$ cat config.mk
export PLATFORM = sky130hd
export DESIGN_NAME = dsp_operand_stage
export DESIGN_NICKNAME = d
export VERILOG_FILES = /design/src/rtl/dsp_pkg.sv /design/src/rtl/skid_reg.sv /design/src/rtl/dsp_operand_stage.sv
export SDC_FILE = /design/constraint.sdc
export NUM_CORES = 1
export LEC_CHECK = 0
export BUFFER_PORTS_ARGS = -buffer_cell sky130_fd_sc_hd__buf_2
export CORE_MARGIN = 5
export CORE_UTILIZATION = 60
export CTS_BUF_LIST = sky130_fd_sc_hd__clkbuf_8
export DETAILED_ROUTE_END_ITERATION = 8
export PLACE_DENSITY_LB_ADDON = 0.05
export SYNTH_ARGS = -nofsm -noshare
export SYNTH_HDL_FRONTEND = slang
export SYNTH_SLANG_ARGS = --single-unit
export TNS_END_PERCENT = 30
$ cat constraint.sdc
create_clock -name clock -period 13.1 [get_ports clock]
set_clock_uncertainty 0.05 [all_clocks]
set_input_delay 3.93 -clock clock [delete_from_list [all_inputs] [get_ports clock]]
set_output_delay 3.93 -clock clock [all_outputs]
set_load 0.1 [all_outputs]
$ cat src/rtl/dsp_pkg.sv
// Shared types and constants for the DSP48E2 operand path: opcode enum, ALUMODE/OPMODE
// encodings, port widths and the operand bundle handed to the downstream ALU primitives.
package dsp_pkg;

  localparam int DSP_A_W = 30;
  localparam int DSP_B_W = 18;
  localparam int DSP_P_W = 48;

  typedef enum logic [2:0] {
    OP_ADD = 3'd0,
    OP_SUB = 3'd1,
    OP_AND = 3'd2,
    OP_OR  = 3'd3,
    OP_XOR = 3'd4
  } op_e;

  localparam logic [3:0] ALUMODE_ADD = 4'b0000;
  localparam logic [3:0] ALUMODE_SUB = 4'b0011;
  localparam logic [3:0] ALUMODE_AND = 4'b1100;
  localparam logic [3:0] ALUMODE_OR  = 4'b1100;
  localparam logic [3:0] ALUMODE_XOR = 4'b0100;

  // X=A:B, Z=C; the YONES variant forces Y to all ones, which turns the AND mode into OR.
  localparam logic [8:0] OPMODE_XZ       = 9'b000110011;
  localparam logic [8:0] OPMODE_XZ_YONES = 9'b000111011;

  typedef struct packed {
    logic [DSP_A_W-1:0] a30;
    logic [DSP_B_W-1:0] b18;
    logic [DSP_P_W-1:0] c48;
    logic [3:0]         alumode;
    logic [8:0]         opmode;
    logic               err;
  } dsp_operand_t;

  localparam int DSP_OPERAND_W = $bits(dsp_operand_t);

  typedef enum logic [1:0] {
    SKID_EMPTY = 2'd0,
    SKID_ONE   = 2'd1,
    SKID_FULL  = 2'd2
  } skid_state_e;

endpackage

$ cat src/rtl/skid_reg.sv
// Two-entry skid buffer: main register M drives the outputs, skid register S catches the
// one extra beat that arrives while the output is stalled, so in_ready can stay a flop.
module skid_reg
  import dsp_pkg::*;
#(
  parameter int W = DSP_OPERAND_W
) (
  input  logic        clock,
  input  logic        reset,
  // valid/ready: a beat moves on a rising edge where valid and ready are both high; once
  // out_valid rises, out_data holds until out_ready is seen; in_ready depends on state only.
  input  logic        in_valid,
  output logic        in_ready,
  input  logic [W-1:0] in_data,
  output logic        out_valid,
  input  logic        out_ready,
  output logic [W-1:0] out_data,
  output skid_state_e state
);

  skid_state_e state_q, state_d;
  logic        ready_q, valid_q;
  logic [W-1:0] m_q, s_q;
  logic        in_xfer, out_xfer;
  logic        load_m, load_s, m_from_s;

  assign in_xfer  = in_valid & ready_q;
  assign out_xfer = valid_q & out_ready;

  // State register; ready/valid are re-registered from the next state so neither is a
  // combinational function of this cycle's handshake inputs.
  always_ff @(posedge clock or posedge reset) begin
    if (reset) begin
      state_q <= SKID_EMPTY;
      ready_q <= 1'b1;
      valid_q <= 1'b0;
    end else begin
      state_q <= state_d;
      ready_q <= (state_d != SKID_FULL);
      valid_q <= (state_d != SKID_EMPTY);
    end
  end

  always_comb begin
    state_d = state_q;
    case (state_q)
      SKID_EMPTY: if (in_xfer) state_d = SKID_ONE;
      SKID_ONE: begin
        if (in_xfer && !out_xfer)      state_d = SKID_FULL;
        else if (!in_xfer && out_xfer) state_d = SKID_EMPTY;
      end
      SKID_FULL:  if (out_xfer) state_d = SKID_ONE;
      default:    state_d = SKID_EMPTY;
    endcase
  end

  always_comb begin
    load_m   = 1'b0;
    load_s   = 1'b0;
    m_from_s = 1'b0;
    case (state_q)
      SKID_EMPTY: load_m = in_xfer;
      SKID_ONE: begin
        load_m = in_xfer & out_xfer;
        load_s = in_xfer & ~out_xfer;
      end
      SKID_FULL: begin
        load_m   = out_xfer;
        m_from_s = 1'b1;
      end
      default: ;
    endcase
  end

  // Payload registers only move on their enables, so stale bits never reach the outputs.
  always_ff @(posedge clock or posedge reset) begin
    if (reset) begin
      m_q <= '0;
      s_q <= '0;
    end else begin
      if (load_m) m_q <= m_from_s ? s_q : in_data;
      if (load_s) s_q <= in_data;
    end
  end

  assign in_ready  = ready_q;
  assign out_valid = valid_q;
  assign out_data  = m_q;
  assign state     = state_q;

endmodule

$ cat src/rtl/dsp_operand_stage.sv
// Registered operand stage in front of the DSP48E2 ALU: extends both operands to 48 bits,
// splits b across the A:B ports, decodes the opcode to ALUMODE/OPMODE and skid-buffers it.
module dsp_operand_stage
  import dsp_pkg::*;
#(
  parameter int width    = 48,
  parameter bit sign_ext = 1'b1
) (
  input  logic                clock,
  input  logic                reset,
  input  logic                in_valid,
  output logic                in_ready,
  input  logic [2:0]          in_op,
  input  logic [width-1:0]    in_a,
  input  logic [width-1:0]    in_b,
  output logic                out_valid,
  input  logic                out_ready,
  output logic [DSP_A_W-1:0]  out_dsp_a,
  output logic [DSP_B_W-1:0]  out_dsp_b,
  output logic [DSP_P_W-1:0]  out_dsp_c,
  output logic [3:0]          out_alumode,
  output logic [8:0]          out_opmode,
  output logic                out_err
);

  logic [DSP_P_W-1:0] a_ext, b_ext;
  dsp_operand_t       dec;
  dsp_operand_t       held;
  skid_state_e        skid_state;

  if (width < 1 || width > DSP_P_W) begin : g_bad_width
    $error("dsp_operand_stage: width must be in 1..48");
  end

  if (width == DSP_P_W) begin : g_no_ext
    assign a_ext = in_a;
    assign b_ext = in_b;
  end else begin : g_ext
    assign a_ext = {{(DSP_P_W - width){sign_ext & in_a[width-1]}}, in_a};
    assign b_ext = {{(DSP_P_W - width){sign_ext & in_b[width-1]}}, in_b};
  end

  // Illegal opcodes fall through as AND with err set; the data still passes unchanged.
  always_comb begin
    dec         = '0;
    dec.a30     = b_ext[DSP_P_W-1:DSP_B_W];
    dec.b18     = b_ext[DSP_B_W-1:0];
    dec.c48     = a_ext;
    dec.alumode = ALUMODE_AND;
    dec.opmode  = OPMODE_XZ;
    dec.err     = 1'b1;
    case (in_op)
      OP_ADD: begin
        dec.alumode = ALUMODE_ADD;
        dec.err     = 1'b0;
      end
      OP_SUB: begin
        dec.alumode = ALUMODE_SUB;
        dec.err     = 1'b0;
      end
      OP_AND: begin
        dec.alumode = ALUMODE_AND;
        dec.err     = 1'b0;
      end
      OP_OR: begin
        dec.alumode = ALUMODE_OR;
        dec.opmode  = OPMODE_XZ_YONES;
        dec.err     = 1'b0;
      end
      OP_XOR: begin
        dec.alumode = ALUMODE_XOR;
        dec.err     = 1'b0;
      end
      default: ;
    endcase
  end

  skid_reg #(
    .W(DSP_OPERAND_W)
  ) u_skid (
    .clock    (clock),
    .reset    (reset),
    .in_valid (in_valid),
    .in_ready (in_ready),
    .in_data  (dec),
    .out_valid(out_valid),
    .out_ready(out_ready),
    .out_data (held),
    .state    (skid_state)
  );

  assign out_dsp_a   = held.a30;
  assign out_dsp_b   = held.b18;
  assign out_dsp_c   = held.c48;
  assign out_alumode = held.alumode;
  assign out_opmode  = held.opmode;
  assign out_err     = held.err;

  a_full_blocks_input: assert property (@(posedge clock) disable iff (reset)
    (skid_state == SKID_FULL) |-> !in_ready);

  a_stall_holds_output: assert property (@(posedge clock) disable iff (reset)
    (out_valid && !out_ready) |=> (out_valid && $stable(held)));

endmodule
== Yosys cells after proc, flatten, opt, wreduce, memory -nomap -nowiden ==
Cells that the tools add are included.
Cells by class
  equality and inequality tests: 7
  reduce and logical (&&, ||, !) cells: 8
  bitwise logic cells: 5
  mux-type cells: 12
Operators with widths (number)
  110-bit two-way mux: 1
  4-bit case mux with 3 select lines: 1
  2-bit two-way mux: 4
  3-bit by 2-bit == test with 1-bit output, second input constant: 2
  2-bit case mux with 3 select lines: 1
  5-bit OR reduction: 1
  1-bit bitwise AND: 4
  4-bit two-way mux: 1
  3-bit by 1-bit == test with 1-bit output, second input constant: 1
  3-bit == test, second input constant: 1
  3-bit logical NOT: 1
  1-bit two-way mux: 3
  1-bit case mux with 3 select lines: 1
  2-bit by 1-bit == test with 1-bit output, second input constant: 1
  2-bit == test, second input constant: 1
  1-bit logical AND: 2
  1-bit logical NOT: 2
  2-bit logical NOT: 1
  2-bit inequality test, second input constant: 1
  2-bit nonzero test: 1
  1-bit inverter: 1
Storage, ports and cells
  flip-flop bits (word level): 224
  output and inout bits: 112
  word-level logic and storage cells: 37
  input bits: 103

== Longest topological paths before layout ==
  word-level depth: 7
  depth in mapped cells: 6

== Cells and area by module ==
From an unflattened synthesis, not the netlist that was laid out.
Second synthesis, totals
  cells, all modules: 616
  area total of the unflattened synthesis: 9992.1 um^2
By module, submodules not included
  skid_reg: area an instance 9945.8 um^2, instances 1, cells an instance 609
  dsp_operand_stage: area an instance 46.3 um^2, instances 1, cells an instance 7

== Worst setup path after synthesis ==
Ideal clock, no wire load.
  kind: register -> output
  start point: reg, netlist name u_skid.out_data[6]
  end point: out out_opmode[1]
  arrival: 1.374 ns
  slack: 7.746 ns
  stages on the path, launching flop included: 2
  buffers on the path: 1
  path through: dfrtp_1 -> buf_4
RTL lines
  to (decl): line dsp_operand_stage.sv:22  | output logic [8:0] out_opmode,

== Worst setup path after layout ==
  start point: in out_ready
  end point: reg u_skid.m_q[32], in the netlist u_skid.out_data[32]
Between the ends
  word-level cells in the longest chain between the ends: 3
RTL lines
  from (decl): line dsp_operand_stage.sv:17  | input logic out_ready,
  1-bit bitwise AND (*): line skid_reg.sv:28  | assign out_xfer = valid_q & out_ready;
  1-bit bitwise AND: line skid_reg.sv:64  | load_m = in_xfer & out_xfer;
  1-bit case mux with 3 select lines (*): line skid_reg.sv:61  | case (state_q)
  to (signal assigned): line skid_reg.sv:81  | if (load_m) m_q <= m_from_s ? s_q : in_data;
  to (decl): line skid_reg.sv:23  | logic [W-1:0] m_q, s_q;
Mark *: on every way between the ends. The rest lies on a longest branch, timed or not.
A chain may end at the register's enable or synchronous reset.

==> flow_metrics.tcl <==
set metrics [dict create \
    synthCells 578 \
    fin_area_sq_um 11000 \
    pin_count 215 \
    fin_nets 896 \
    multi_input_area_sq_um 3790 \
    drive_above_1_share_pct 69.1 \
    hold_path_class "reg2reg" \
    htree_levels 2 \
    die_w_um 134 \
    fillers 1027 \
    path_max_fanout 51 \
    register_area_sq_um 5210 \
    rsz0062_at_grt "false" \
    crit_type "in2reg" \
    cp-end-kind "register" \
    insertion_delay_ns 0.50 \
    cts-resized-gates 0 \
    cts_setup_buffers 0 \
    dpl_cell_area_sq_um 10300 \
    wl_per_cell_um 18.4 \
    setup_viol 0 \
    grt_pass1_wl_um 30100 \
    max_freq_mhz 177 \
    path_buf_inv 3 \
    synth_cell_types 29 \
    clk_path_buf_depth 3 \
    ant_nets 0 \
    post-route-min-period_ns 5.64 \
    areaGrowthSynthToFinish_pct 18.8 \
    path_cells "buf_2 > nand4_1 > o211ai_1 > buf_4 > buf_4 > mux2_2" \
    num_vias 5480 \
    dr.first_iter.drc_count 222 \
    hold_violations 0 \
    grt_pass1_vias 6078 \
    cts_sinks 208 \
    final.setup.tns_ns 0 \
    cts-root-buf "clkbuf_8" \
    tightest_slew_ns 0.975 \
    synth.cell_area_sq_um 9270 \
    critPathTopFamily "buffers and inverters" \
    crit_required_ns 13.43 \
    gp_congestion 0.715 \
    post_drt_via_cell_ratio 5.48 \
    wl_um 18400 \
    drc 0 \
    path_clk_slew_ns 0.05 \
    critPathArrivalTime_ns 5.98 \
    cap_violations 0 \
    numCtsBuffers 36 \
    start_util_pct 61.0 \
    drv_slew 0 \
    avgSynthCellArea_sq_um 16.0 \
    grt_usage_pct 20.6 \
    cts_tree "built" \
    slew_headroom_pct 35.0 \
    die_area_sq_um 18000 \
    slowest_delay_ns 0.69 \
    cts-hold-fix-buffers 0 \
    cp_slowest_cell "buf_4" \
    synth_warnings 0 \
    startpoint_type "input port" \
    synth.yosys.seq_area_share_pct 56.2 \
    firstDrtPassIters 6 \
    synth-seq-cells 208 \
    antenna_found_initial 3 \
    fin_crit_sh_pct 43.1 \
    status "completed" \
    grt_start_max_net_pins 140 \
    dp_hpwl_um 12300 \
    grt_overflow 0 \
    io_buffers 210 \
    core.rowCount 45 \
    die_y_um 134 \
    core_area_sq_um 15200 \
    critPathMostFrequentCell "buf_4" \
]
## through the flow
| stage | setup WS (ns) | util, % | hold slack (ns) | instances |
|---|---|---|---|---|
| after floorplan | 3.44 | - | 0.385 | 581 |
| after global placement | 6.95 | 68.0 | 0.405 | 943 |
| after detailed placement | 6.92 | 68.0 | 0.416 | 943 |
| after CTS | 7.46 | 72.4 | 0.432 | 999 |
| after global routing | 7.35 | 72.4 | 0.460 | 1000 |
| final | 7.46 | 72.4 | 0.430 | 1000 |
## cells in the mapped netlist
| cell | instances | area share [%] |
|---|---|---|
| o21a_1 | 1 | 0.081 |
| conb_1 | 1 | 0.040 |
| a21o_1 | 1 | 0.081 |
| nand4b_1 | 1 | 0.094 |
| mux2_2 | 240 | 29 |
| buf_6 | 7 | 0.85 |
| and3b_1 | 2 | 0.19 |
| nor3b_1 | 1 | 0.081 |
| a21boi_2 | 1 | 0.12 |
| or2_2 | 1 | 0.068 |
| mux2_4 | 50 | 8.1 |
| dfstp_2 | 1 | 0.28 |
| buf_2 | 18 | 0.97 |
| clkbuf_1 | 1 | 0.040 |
| o22a_1 | 1 | 0.094 |
| buf_4 | 16 | 1.3 |
| dfrtp_1 | 207 | 56 |
| inv_1 | 1 | 0.040 |
| a22o_1 | 1 | 0.094 |
| nand4_1 | 1 | 0.068 |
| o211ai_1 | 1 | 0.081 |
| nand4bb_1 | 1 | 0.12 |
| o21ai_0 | 2 | 0.11 |
| nand2_1 | 3 | 0.12 |
| xor2_1 | 1 | 0.094 |
| mux2_1 | 13 | 1.6 |
| a21oi_1 | 1 | 0.054 |
| a22oi_1 | 1 | 0.081 |
| nand2b_1 | 2 | 0.13 |
## metal layers
| metal | up-vias | track usage [%] | routed length [um] |
|---|---|---|---|
| met4 | 4 | 7.30 | 402 |
| met1 | 2781 | 24.2 | 7250 |
| met2 | 160 | 35.4 | 9260 |
| met5 | - | 0 | 23 |
| met3 | 38 | 7.01 | 1420 |
| li1 | 2497 | - | - |
## sequential cells by signal, summed over array words and instances (netlist names)
register,cells
u_skid.out_data,102
u_skid.s_q,102
u_skid.state,2
u_skid.in_ready,1
u_skid.out_valid,1
## final cells by class
class	instances	share of cell area, %
clock buffers	45	5.63
repair buffers	216	9.96
flip-flops and latches	208	47.3
multi-input cells	330	34.5
clock inverters	11	0.409
well taps	188	2.14
diodes	1	0.0227
inverters	1	0.102
## worst paths after layout
kind | startpoint | endpoint | slack (ns) | cells after the start
max | out_ready | u_skid.out_data[32] | 7.46 | 6
min | u_skid.out_data[44] | u_skid.out_data[44] | 0.43 | 1
max reg2reg | u_skid.state[1] | u_skid.out_data[68] | 10.28 | 4
min reg2reg | u_skid.out_data[44] | u_skid.out_data[44] | 0.43 | 1
max in group asynchronous | reset | u_skid.s_q[12] | 7.96 | 3
min in group asynchronous | reset | u_skid.s_q[71] | 3.59 | 2
## cell families after synthesis
| group | count (synthesis) | synth area share, % |
|---|---|---|
| compound gates | 10 | 0.796 |
| xor+xnor | 1 | 0.0945 |
| buf+inv | 43 | 3.20 |
| flops | 208 | 56.2 |
| mux | 303 | 38.8 |
| other cells | 1 | 0.0405 |
| simple gates | 12 | 0.877 |
## placed cells by master (no fill, tap or decap), types with 3 or more instances in the layout
cell | synthesis | final
clkbuf_8 | 0 | 45
conb_1 | 1 | 4
buf_2 | 18 | 210
buf_4 | 16 | 6
inv_1 | 1 | 8
dfrtp_1 | 207 | 207
clkinv_2 | 0 | 3
mux2_1 | 13 | 13
mux2_2 | 240 | 240
mux2_4 | 50 | 50
Power is not shown: default switching activity piles up to over one toggle a cycle in this logic, so the estimate is an artifact.
